==> src/rtl/jpeg_block_sequencer_if.sv <==
// Block handshake and stage-enable bundle between the host feeder, the sequencer
// and the encoder datapath.
interface jpeg_block_sequencer_if #(
    parameter int unsigned COMP_W = 2
);
    logic              blk_valid;
    logic              blk_last;
    logic              blk_ready;
    logic              huffman_done;
    logic              input_enable;
    logic              dct_enable;
    logic              dct_end_enable;
    logic [7:0]        matrix_row;
    logic              zigzag_input_enable;
    logic              zigzag_enable;
    logic              huffman_start;
    logic              is_luminance;
    logic [COMP_W-1:0] comp_idx;
    logic              frame_done;
    logic              err_timeout;
    logic              rst_marker_req;

    // Sequencer side.
    modport slave (
        input  blk_valid, blk_last, huffman_done,
        output blk_ready, input_enable, dct_enable, dct_end_enable, matrix_row,
               zigzag_input_enable, zigzag_enable, huffman_start, is_luminance,
               comp_idx, frame_done, err_timeout, rst_marker_req
    );

    // Host feeder / datapath side.
    modport master (
        output blk_valid, blk_last, huffman_done,
        input  blk_ready, input_enable, dct_enable, dct_end_enable, matrix_row,
               zigzag_input_enable, zigzag_enable, huffman_start, is_luminance,
               comp_idx, frame_done, err_timeout, rst_marker_req
    );
endinterface

==> src/rtl/jpeg_block_sequencer.sv <==
// Per-block JPEG encoder control sequencer: LOAD/DCT/STORE/ROWS/ZIG/HSTART/HWAIT.
// Restart-marker requests are built only when JPEG_SEQ_RESTART_EN is defined.
module jpeg_block_sequencer #(
    parameter int unsigned NUM_COMP         = 3,
    parameter int unsigned Y_BLOCKS         = 1,
    parameter int unsigned DCT_LATENCY      = 4,
    parameter int unsigned QUANT_LATENCY    = 1,
    parameter int unsigned HUFF_TIMEOUT     = 1024,
    parameter int unsigned RESTART_INTERVAL = 0
) (
    input logic                    clock,
    input logic                    reset,
    jpeg_block_sequencer_if.slave  bus
);
    localparam int unsigned NumPos = Y_BLOCKS + NUM_COMP - 1;
    localparam int unsigned CompW  = $clog2(Y_BLOCKS + NUM_COMP);
    localparam int unsigned CntW   = $clog2(DCT_LATENCY + QUANT_LATENCY + 1);
    localparam int unsigned TmoW   = $clog2(HUFF_TIMEOUT + 1);

    typedef enum logic [2:0] {
        StIdle, StLoad, StDct, StStore, StRows, StZig, StHstart, StHwait
    } state_e;

    state_e            state_q, state_d;
    logic [CntW-1:0]   cnt_q, cnt_d;
    logic [2:0]        row_q, row_d;
    logic [TmoW-1:0]   tmo_q, tmo_d;
    logic [CompW-1:0]  comp_q, comp_d;
    logic              last_q, last_d;
    logic              err_q, err_d;
    logic              fd_q, fd_d;
    logic              block_done;

    logic              blk_ready, input_enable, dct_enable, dct_end_enable;
    logic              zigzag_input_enable, zigzag_enable, huffman_start;
    logic [7:0]        matrix_row;

`ifdef JPEG_SEQ_RESTART_EN
    localparam int unsigned McuW = 16;
    logic [McuW-1:0]   mcu_q, mcu_d;
    logic              rm_q, rm_d;
`else
    logic              unused_restart;
    assign unused_restart = (RESTART_INTERVAL != 0);
`endif

    always_comb begin
        state_d             = state_q;
        cnt_d               = cnt_q;
        row_d               = row_q;
        tmo_d               = tmo_q;
        comp_d              = comp_q;
        last_d              = last_q;
        err_d               = err_q;
        fd_d                = 1'b0;
        block_done          = 1'b0;
        blk_ready           = 1'b0;
        input_enable        = 1'b0;
        dct_enable          = 1'b0;
        dct_end_enable      = 1'b0;
        zigzag_input_enable = 1'b0;
        zigzag_enable       = 1'b0;
        huffman_start       = 1'b0;
        matrix_row          = 8'd0;
`ifdef JPEG_SEQ_RESTART_EN
        mcu_d               = mcu_q;
        rm_d                = 1'b0;
`endif

        case (state_q)
            StIdle: begin
                blk_ready = 1'b1;
                if (bus.blk_valid) begin
                    last_d  = bus.blk_last;
                    state_d = StLoad;
                end
            end
            StLoad: begin
                input_enable = 1'b1;
                cnt_d        = '0;
                state_d      = StDct;
            end
            StDct: begin
                dct_enable = 1'b1;
                if (cnt_q == CntW'(DCT_LATENCY - 1)) begin
                    cnt_d   = '0;
                    state_d = StStore;
                end else begin
                    cnt_d = cnt_q + 1'b1;
                end
            end
            StStore: begin
                dct_end_enable = 1'b1;
                cnt_d          = '0;
                row_d          = 3'd0;
                state_d        = StRows;
            end
            StRows: begin
                matrix_row = {5'd0, row_q};
                // The row write strobe lands once the quantiser pipeline has drained.
                if (cnt_q == CntW'(QUANT_LATENCY)) begin
                    zigzag_input_enable = 1'b1;
                    cnt_d               = '0;
                    if (row_q == 3'd7) begin
                        state_d = StZig;
                    end else begin
                        row_d = row_q + 3'd1;
                    end
                end else begin
                    cnt_d = cnt_q + 1'b1;
                end
            end
            StZig: begin
                zigzag_enable = 1'b1;
                state_d       = StHstart;
            end
            StHstart: begin
                huffman_start = 1'b1;
                tmo_d         = '0;
                state_d       = StHwait;
            end
            StHwait: begin
                if (bus.huffman_done) begin
                    block_done = 1'b1;
                end else if (tmo_q == TmoW'(HUFF_TIMEOUT - 1)) begin
                    err_d      = 1'b1;
                    block_done = 1'b1;
                end else begin
                    tmo_d = tmo_q + 1'b1;
                end
            end
            default: state_d = StIdle;
        endcase

        if (block_done) begin
            state_d = StIdle;
            tmo_d   = '0;
            fd_d    = last_q;
            if (last_q) begin
                // Frame end abandons any partial MCU.
                comp_d = '0;
`ifdef JPEG_SEQ_RESTART_EN
                mcu_d  = '0;
`endif
            end else if (comp_q == CompW'(NumPos - 1)) begin
                comp_d = '0;
`ifdef JPEG_SEQ_RESTART_EN
                if ((RESTART_INTERVAL != 0) &&
                    ((mcu_q + 16'd1) == McuW'(RESTART_INTERVAL))) begin
                    rm_d  = 1'b1;
                    mcu_d = '0;
                end else begin
                    mcu_d = mcu_q + 16'd1;
                end
`endif
            end else begin
                comp_d = comp_q + 1'b1;
            end
        end
    end

    always_ff @(posedge clock or posedge reset) begin
        if (reset) begin
            state_q <= StIdle;
            cnt_q   <= '0;
            row_q   <= 3'd0;
            tmo_q   <= '0;
            comp_q  <= '0;
            last_q  <= 1'b0;
            err_q   <= 1'b0;
            fd_q    <= 1'b0;
`ifdef JPEG_SEQ_RESTART_EN
            mcu_q   <= '0;
            rm_q    <= 1'b0;
`endif
        end else begin
            state_q <= state_d;
            cnt_q   <= cnt_d;
            row_q   <= row_d;
            tmo_q   <= tmo_d;
            comp_q  <= comp_d;
            last_q  <= last_d;
            err_q   <= err_d;
            fd_q    <= fd_d;
`ifdef JPEG_SEQ_RESTART_EN
            mcu_q   <= mcu_d;
            rm_q    <= rm_d;
`endif
        end
    end

    assign bus.blk_ready           = blk_ready;
    assign bus.input_enable        = input_enable;
    assign bus.dct_enable          = dct_enable;
    assign bus.dct_end_enable      = dct_end_enable;
    assign bus.matrix_row          = matrix_row;
    assign bus.zigzag_input_enable = zigzag_input_enable;
    assign bus.zigzag_enable       = zigzag_enable;
    assign bus.huffman_start       = huffman_start;
    assign bus.is_luminance        = (comp_q < CompW'(Y_BLOCKS));
    assign bus.comp_idx            = comp_q;
    assign bus.frame_done          = fd_q;
    assign bus.err_timeout         = err_q;
`ifdef JPEG_SEQ_RESTART_EN
    assign bus.rst_marker_req      = rm_q;
`else
    assign bus.rst_marker_req      = 1'b0;
`endif
endmodule
==> src/flat_wrapper.sv <==
// flat-port wrapper written by rule: the top's interface ports become plain ports
module jpeg_block_sequencer_flat 
#(
    parameter int unsigned NUM_COMP         = 3,
    parameter int unsigned Y_BLOCKS         = 1,
    parameter int unsigned DCT_LATENCY      = 4,
    parameter int unsigned QUANT_LATENCY    = 1,
    parameter int unsigned HUFF_TIMEOUT     = 1024,
    parameter int unsigned RESTART_INTERVAL = 0
)
  (clock, reset, bus_blk_valid, bus_blk_last, bus_huffman_done, bus_blk_ready, bus_input_enable, bus_dct_enable, bus_dct_end_enable, bus_matrix_row, bus_zigzag_input_enable, bus_zigzag_enable, bus_huffman_start, bus_is_luminance, bus_comp_idx, bus_frame_done, bus_err_timeout, bus_rst_marker_req);
  jpeg_block_sequencer_if bus_i ();
  input logic clock;
  input logic reset;
  input wire logic [$bits(bus_i.blk_valid)-1:0] bus_blk_valid;
  input wire logic [$bits(bus_i.blk_last)-1:0] bus_blk_last;
  input wire logic [$bits(bus_i.huffman_done)-1:0] bus_huffman_done;
  output wire logic [$bits(bus_i.blk_ready)-1:0] bus_blk_ready;
  output wire logic [$bits(bus_i.input_enable)-1:0] bus_input_enable;
  output wire logic [$bits(bus_i.dct_enable)-1:0] bus_dct_enable;
  output wire logic [$bits(bus_i.dct_end_enable)-1:0] bus_dct_end_enable;
  output wire logic [$bits(bus_i.matrix_row)-1:0] bus_matrix_row;
  output wire logic [$bits(bus_i.zigzag_input_enable)-1:0] bus_zigzag_input_enable;
  output wire logic [$bits(bus_i.zigzag_enable)-1:0] bus_zigzag_enable;
  output wire logic [$bits(bus_i.huffman_start)-1:0] bus_huffman_start;
  output wire logic [$bits(bus_i.is_luminance)-1:0] bus_is_luminance;
  output wire logic [$bits(bus_i.comp_idx)-1:0] bus_comp_idx;
  output wire logic [$bits(bus_i.frame_done)-1:0] bus_frame_done;
  output wire logic [$bits(bus_i.err_timeout)-1:0] bus_err_timeout;
  output wire logic [$bits(bus_i.rst_marker_req)-1:0] bus_rst_marker_req;
  assign bus_i.blk_valid = bus_blk_valid;
  assign bus_i.blk_last = bus_blk_last;
  assign bus_i.huffman_done = bus_huffman_done;
  assign bus_blk_ready = bus_i.blk_ready;
  assign bus_input_enable = bus_i.input_enable;
  assign bus_dct_enable = bus_i.dct_enable;
  assign bus_dct_end_enable = bus_i.dct_end_enable;
  assign bus_matrix_row = bus_i.matrix_row;
  assign bus_zigzag_input_enable = bus_i.zigzag_input_enable;
  assign bus_zigzag_enable = bus_i.zigzag_enable;
  assign bus_huffman_start = bus_i.huffman_start;
  assign bus_is_luminance = bus_i.is_luminance;
  assign bus_comp_idx = bus_i.comp_idx;
  assign bus_frame_done = bus_i.frame_done;
  assign bus_err_timeout = bus_i.err_timeout;
  assign bus_rst_marker_req = bus_i.rst_marker_req;
  jpeg_block_sequencer #(.NUM_COMP(NUM_COMP), .Y_BLOCKS(Y_BLOCKS), .DCT_LATENCY(DCT_LATENCY), .QUANT_LATENCY(QUANT_LATENCY), .HUFF_TIMEOUT(HUFF_TIMEOUT), .RESTART_INTERVAL(RESTART_INTERVAL)) u_core (.clock(clock), .reset(reset), .bus(bus_i));
endmodule
==> config.mk <==
export PLATFORM = sky130hd
export DESIGN_NAME = jpeg_block_sequencer_flat
export DESIGN_NICKNAME = d
export VERILOG_FILES = /design/src/rtl/jpeg_block_sequencer_if.sv /design/src/rtl/jpeg_block_sequencer.sv /design/src/flat_wrapper.sv
export SDC_FILE = /design/constraint.sdc
export NUM_CORES = 1
export LEC_CHECK = 0
export CORE_ASPECT_RATIO = 1.5
export CORE_MARGIN = 4
export CORE_UTILIZATION = 53
export DETAILED_ROUTE_END_ITERATION = 16
export PLACE_DENSITY = 0.78
export SETUP_SLACK_MARGIN = 0.02
export SYNTH_ARGS = -nofsm -noshare
export SYNTH_HDL_FRONTEND = slang
export SYNTH_SLANG_ARGS = --single-unit
==> constraint.sdc <==
create_clock -name clock -period 2.4 [get_ports clock]
set_input_delay 0.24 -clock clock [delete_from_list [all_inputs] [get_ports clock]]
set_output_delay 0.24 -clock clock [all_outputs]
set_load 0.005 [all_outputs]
Word level (Yosys, flattened, before mapping) --
Cells that the tools add are included.
Storage, ports and cells: output and inout port bits 21, input port bits 5, logic and storage cells 76, flip-flop bits (word level) 25
Operators by class: add/subtract/negate cells 4, order comparisons 1, multiplexer cells 31, reduce and logical (&&, ||, !) cells 11, eq/ne operators 20, bitwise gates (word level) 1
Operators by type and width (count):
- 2-to-1 mux 11 bit | 3
- 2-to-1 mux 3 bit | 10
- one-hot mux 11 bit (2 select lines) | 1
- one-hot mux 3 bit (7 select lines) | 1
- equality test 3 bit (second input constant) | 5
- 2-to-1 mux 1 bit | 12
- adder 11 x 1 -> 11 bit (second input constant) | 1
- equality test 11 x 10 -> 1 bit (second input constant) | 1
- equality test 3 x 2 -> 1 bit (second input constant) | 3
- inequality test 3 x 1 -> 1 bit (second input constant) | 3
- inequality test 3 x 2 -> 1 bit (second input constant) | 3
- one-hot mux 3 bit (3 select lines) | 1
- AND reduction 3 bit | 3
- nonzero test 8 bit | 1
- adder 3 x 1 -> 3 bit (second input constant) | 2
- equality test 3 x 1 -> 1 bit (second input constant) | 2
- one-hot mux 3 bit (2 select lines) | 1
- nonzero test 3 bit | 2
- AND reduction 5 bit | 1
- 2-to-1 mux 2 bit | 2
- zero test 3 bit | 1
- adder 2 x 1 -> 2 bit (second input constant) | 1
- equality test 2 bit (second input constant) | 1
- less-than comparator 2 x 1 -> 1 bit (second input constant) | 1
- 6 further kinds | 6

Depth between registers and ports, before layout --
word-level depth 6, depth in mapped cells 6, mapped depth without buffers 6

Worst setup path after synthesis --
No wires, ideal clock.
path kind register to register, start point register u_core.row_q[0], end point register u_core.state_q[1], stages on the path, launching flop included 7, arrival time 1576 ps, clock period less this slack 1703 ps, data required time 2272 ps, setup slack 697 ps, buffers on the path 0, setup time 128 ps, path through dfrtp_1 -> ha_1 -> ha_1 -> and3b_1 -> o32ai_4 -> a31oi_1 -> mux2_1
Between the ends: word-level cells in the longest chain between the ends 3
RTL lines:
- start: declaration | line jpeg_block_sequencer.sv:26 | logic [2:0] row_q, row_d;
- start signal: assignment | line jpeg_block_sequencer.sv:179 | row_q <= row_d;
- equality test 3 bit | line jpeg_block_sequencer.sv:104 | if (row_q == 3'd7) begin
- inequality test 3 x 1 -> 1 bit (no line)
- AND reduction 5 bit (no line)
- end signal: assignment | line jpeg_block_sequencer.sv:164 | state_q <= StIdle;
- end signal: assignment | line jpeg_block_sequencer.sv:177 | state_q <= state_d;
- end: declaration | line jpeg_block_sequencer.sv:24 | state_e state_q, state_d;
Every way passes these cells. A chain may end at the register's enable or synchronous reset.

Final worst setup path --
start point register u_core.state_q[0], end point output bus_zigzag_input_enable
Between the ends: word-level cells in the longest chain between the ends 2
RTL lines:
- equality test 3 bit | line jpeg_block_sequencer.sv:70 | case (state_q)
- 2-to-1 mux 1 bit | line jpeg_block_sequencer.sv:70
- end: declaration | line flat_wrapper.sv:23 | output wire logic [$bits(bus_i.zigzag_input_enable)-1:0] bus_zigzag_input_enable;
Every way passes these cells.

==> flow_metrics.tcl <==
set metrics [dict create \
    dp_cells 213 \
    hold_buffers 0 \
    worst-setup-path-type "reg2out" \
    finalSetupTns_ps 0 \
    clockBufferDepth 2 \
    post_cts_buffers 0 \
    grt_util_met3 0.02376 \
    instances_no_fill 217 \
    finalWirelength_mm 3.152 \
    avgViaCountPerCell 5.705 \
    ff2ff_path_depth 6 \
    min_period_ps 2185 \
    fmax_mhz 457.7 \
    cts_tree "done" \
    crit_fanout 9 \
    nets 195 \
    clock_latency_ps 260 \
    placed_area_sq_um 1788 \
    outcome "completed" \
    insertedDiodeCount 0 \
    port_buffers 19 \
    fillers 245 \
    synth-edff-count 0 \
    swShare 0.3904 \
    arrival_ps 1940 \
    r2r_start "u_core.row_q[0]$_DFFE_PP0P_" \
    area_growth_pct 14.90 \
    power_frac_seq 0.358 \
    regToRegEndpoint "u_core.state_q[1]$_DFFE_PP0P_" \
    path_clk_slew_ps 80 \
    synth_common_cells "25 x dfrtp_1, 13 x nand2_1, 11 x ha_1, 11 x o21ai_0, 8 x inv_1" \
    drv_slew 0 \
    ys_async_sr_fraction 1.000 \
    overflow 0 \
    grt_util_met2 0.3066 \
    drt_iter0_drc 45 \
    grt.busiest_layer "met2" \
    gp_congestion 0.8251 \
    slew_headroom 0.6008 \
    max_cap_violations 0 \
    ys_seq_elements 25 \
    grt_pass1_wl_mm 4.968 \
    vias 1238 \
    postSynthAreaPerCell_sq_um 10.03 \
    worstPathRequired_ps 2160 \
    grtUsageMet1 0.1810 \
    peakVddDrop_mv 0.6161 \
    rows 24 \
    timing_hold_violations_final 0 \
    synth_top_area_cell "dfrtp_1" \
    ant_nets 0 \
    grt_util_all_layers 0.1678 \
    cts_resized 0 \
    rsz0062_at_grt "no" \
    finalCoreUtilization 0.6293 \
    period_share 0.9104 \
    die-area_sq_um 3970 \
    syn_area_sq_um 1595 \
    grt_pass1_vias 1146 \
    critical_path.startpoint_type "register" \
    drive_gt1_frac 0.08427 \
    synth.distinct_cells 45 \
    wire_per_inst_microns 14.53 \
    cts_buffers 3 \
    p_leak_nw 0.8407 \
    setup_viol 0 \
    firstDrtPassIters 4 \
    cts_sinks 25 \
    yosysWarnings 0 \
    end_kind "output port" \
    hold_path_class "in2async" \
    chipHeight_microns 75.20 \
    drc_errors 0 \
    ys_top_cells_by_area "dfrtp_1 39%, ha_1 8.6%, o21ai_0 3.5%, buf_4 3.3%, nand2_1 3.1%" \
    pin_count 26 \
    p_int_mw 1.112 \
    switchingPower_mw 0.7124 \
    syn_inst 159 \
    htree_num_levels 1 \
    design_area_sq_um 1833 \
    clkPwrFrac 0.134 \
    p_comb_frac 0.509 \
    synth_ff_type "dfrtp_1" \
    cts_root_buf "clkbuf_8" \
    synth_top_area_frac 0.3922 \
    seq_area_frac_synth 0.3922 \
    core-area_sq_um 2913 \
    start_util 0.5477 \
    dieWidth_microns 52.80 \
    yosysMostFrequentCell "dfrtp_1" \
    final.setup_skew_ps 3.704 \
    ff2ff_setup_slack_ps 510 \
    place_hpwl_mm 2.470 \
    grt_max_degree 26 \
    power_density_nw_per_um2 995.5 \
    grt_antenna_before_repair 0 \
    worstMarginPinSlew_ps 594.8 \
]
-- critical path, stage by stage (launching register included) --
cell,delay (ps)
dfrtp_1,400
inv_1,100
ha_1,280
nand2_1,230
nor2_1,160
clkdlybuf4s50_1,510
-- worst max-delay path by stage --
stage | slack (ps) | depth (start not counted) | startpoint | end
after global placement | 570 | 6 | u_core.row_q[0]$_DFFE_PP0P_ | u_core.state_q[1]$_DFFE_PP0P_
after global routing | 30 | 5 | u_core.state_q[0]$_DFFE_PP0P_ | bus_zigzag_input_enable
after floorplan | 700 | 6 | u_core.row_q[0]$_DFFE_PP0P_ | u_core.state_q[1]$_DFFE_PP0P_
final | 220 | 5 | u_core.state_q[0]$_DFFE_PP0P_ | bus_zigzag_input_enable
after CTS | 210 | 5 | u_core.state_q[0]$_DFFE_PP0P_ | bus_zigzag_input_enable
after detailed placement | 510 | 5 | u_core.state_q[0]$_DFFE_PP0P_ | bus_zigzag_input_enable
-- layer usage --
layer	wire length [microns]	up-vias
met1	1267	602
met3	78	10
li1	-	600
met2	1728	26
met4	78	0
met5	0	-
-- power by group through the flow --
stage	clock network, mW	logic, mW	registers (mW)
6_report	0.244	0.928	0.653
3_5_place_dp	0	0.936	0.662
3_3_place_gp	0	0.884	0.652
5_1_grt	0.268	1.02	0.674
4_1_cts	0.250	0.938	0.654
2_1_floorplan	0	0.700	0.614
-- sequential cells by signal (all words and copies together), names as in the netlist --
| name | count |
|---|---|
| u_core.bus.err_timeout | 1 |
| u_core.last_q | 1 |
| u_core.tmo_q | 11 |
| u_core.bus.frame_done | 1 |
| u_core.bus.comp_idx | 2 |
| u_core.row_q | 3 |
| u_core.state_q | 3 |
| u_core.cnt_q | 3 |
-- cell families (layout without fill, tap and decap cells) --
group | count (synthesis) | after routing | synth area share
AND/OR/NAND/NOR | 48 | 48 | 0.1773
flip-flops | 25 | 25 | 0.3922
buffers and inverters | 19 | 33 | 0.06823
adder cells (fa/ha/maj) | 11 | 11 | 0.08627
other | 1 | 6 | 0.002351
multiplexers | 6 | 6 | 0.04078
AO/OA/AOI/OAI | 46 | 46 | 0.2165
XOR/XNOR | 3 | 3 | 0.01647
-- area by class of cell --
| class | count | area [sq um] | area share |
|---|---|---|---|
| inverters | 9 | 36.28 | 0.01980 |
| multi-input cells | 120 | 879.6 | 0.4799 |
| flip-flops and latches | 25 | 625.6 | 0.3413 |
| well taps | 39 | 48.80 | 0.02662 |
| repair buffers | 20 | 197.7 | 0.1078 |
| clock buffers | 4 | 45.04 | 0.02457 |
-- through the flow --
step	total power, mW	hold slack (ps)	setup WS, ps
finish	1.825	319.9	215.0
global route	1.964	358.0	28.28
CTS	1.842	329.3	209.5
detailed placement	1.599	457.7	508.5
global placement	1.536	451.7	573.1
floorplan	1.314	267.3	696.9
-- cell usage in the layout, fill, tap and decap left out, types with 4 or more instances in the layout --
cell / n
dfrtp_1: 25
o21ai_0: 11
ha_1: 11
conb_1: 6
o21a_1: 5
nand3_1: 4
nand2_1: 13
nor2_1: 7
a21oi_1: 6
nand2b_1: 5
a22o_1: 5
clkdlybuf4s50_1: 19
inv_1: 8
and3_1: 4
(Power assumes the default switching activity.)
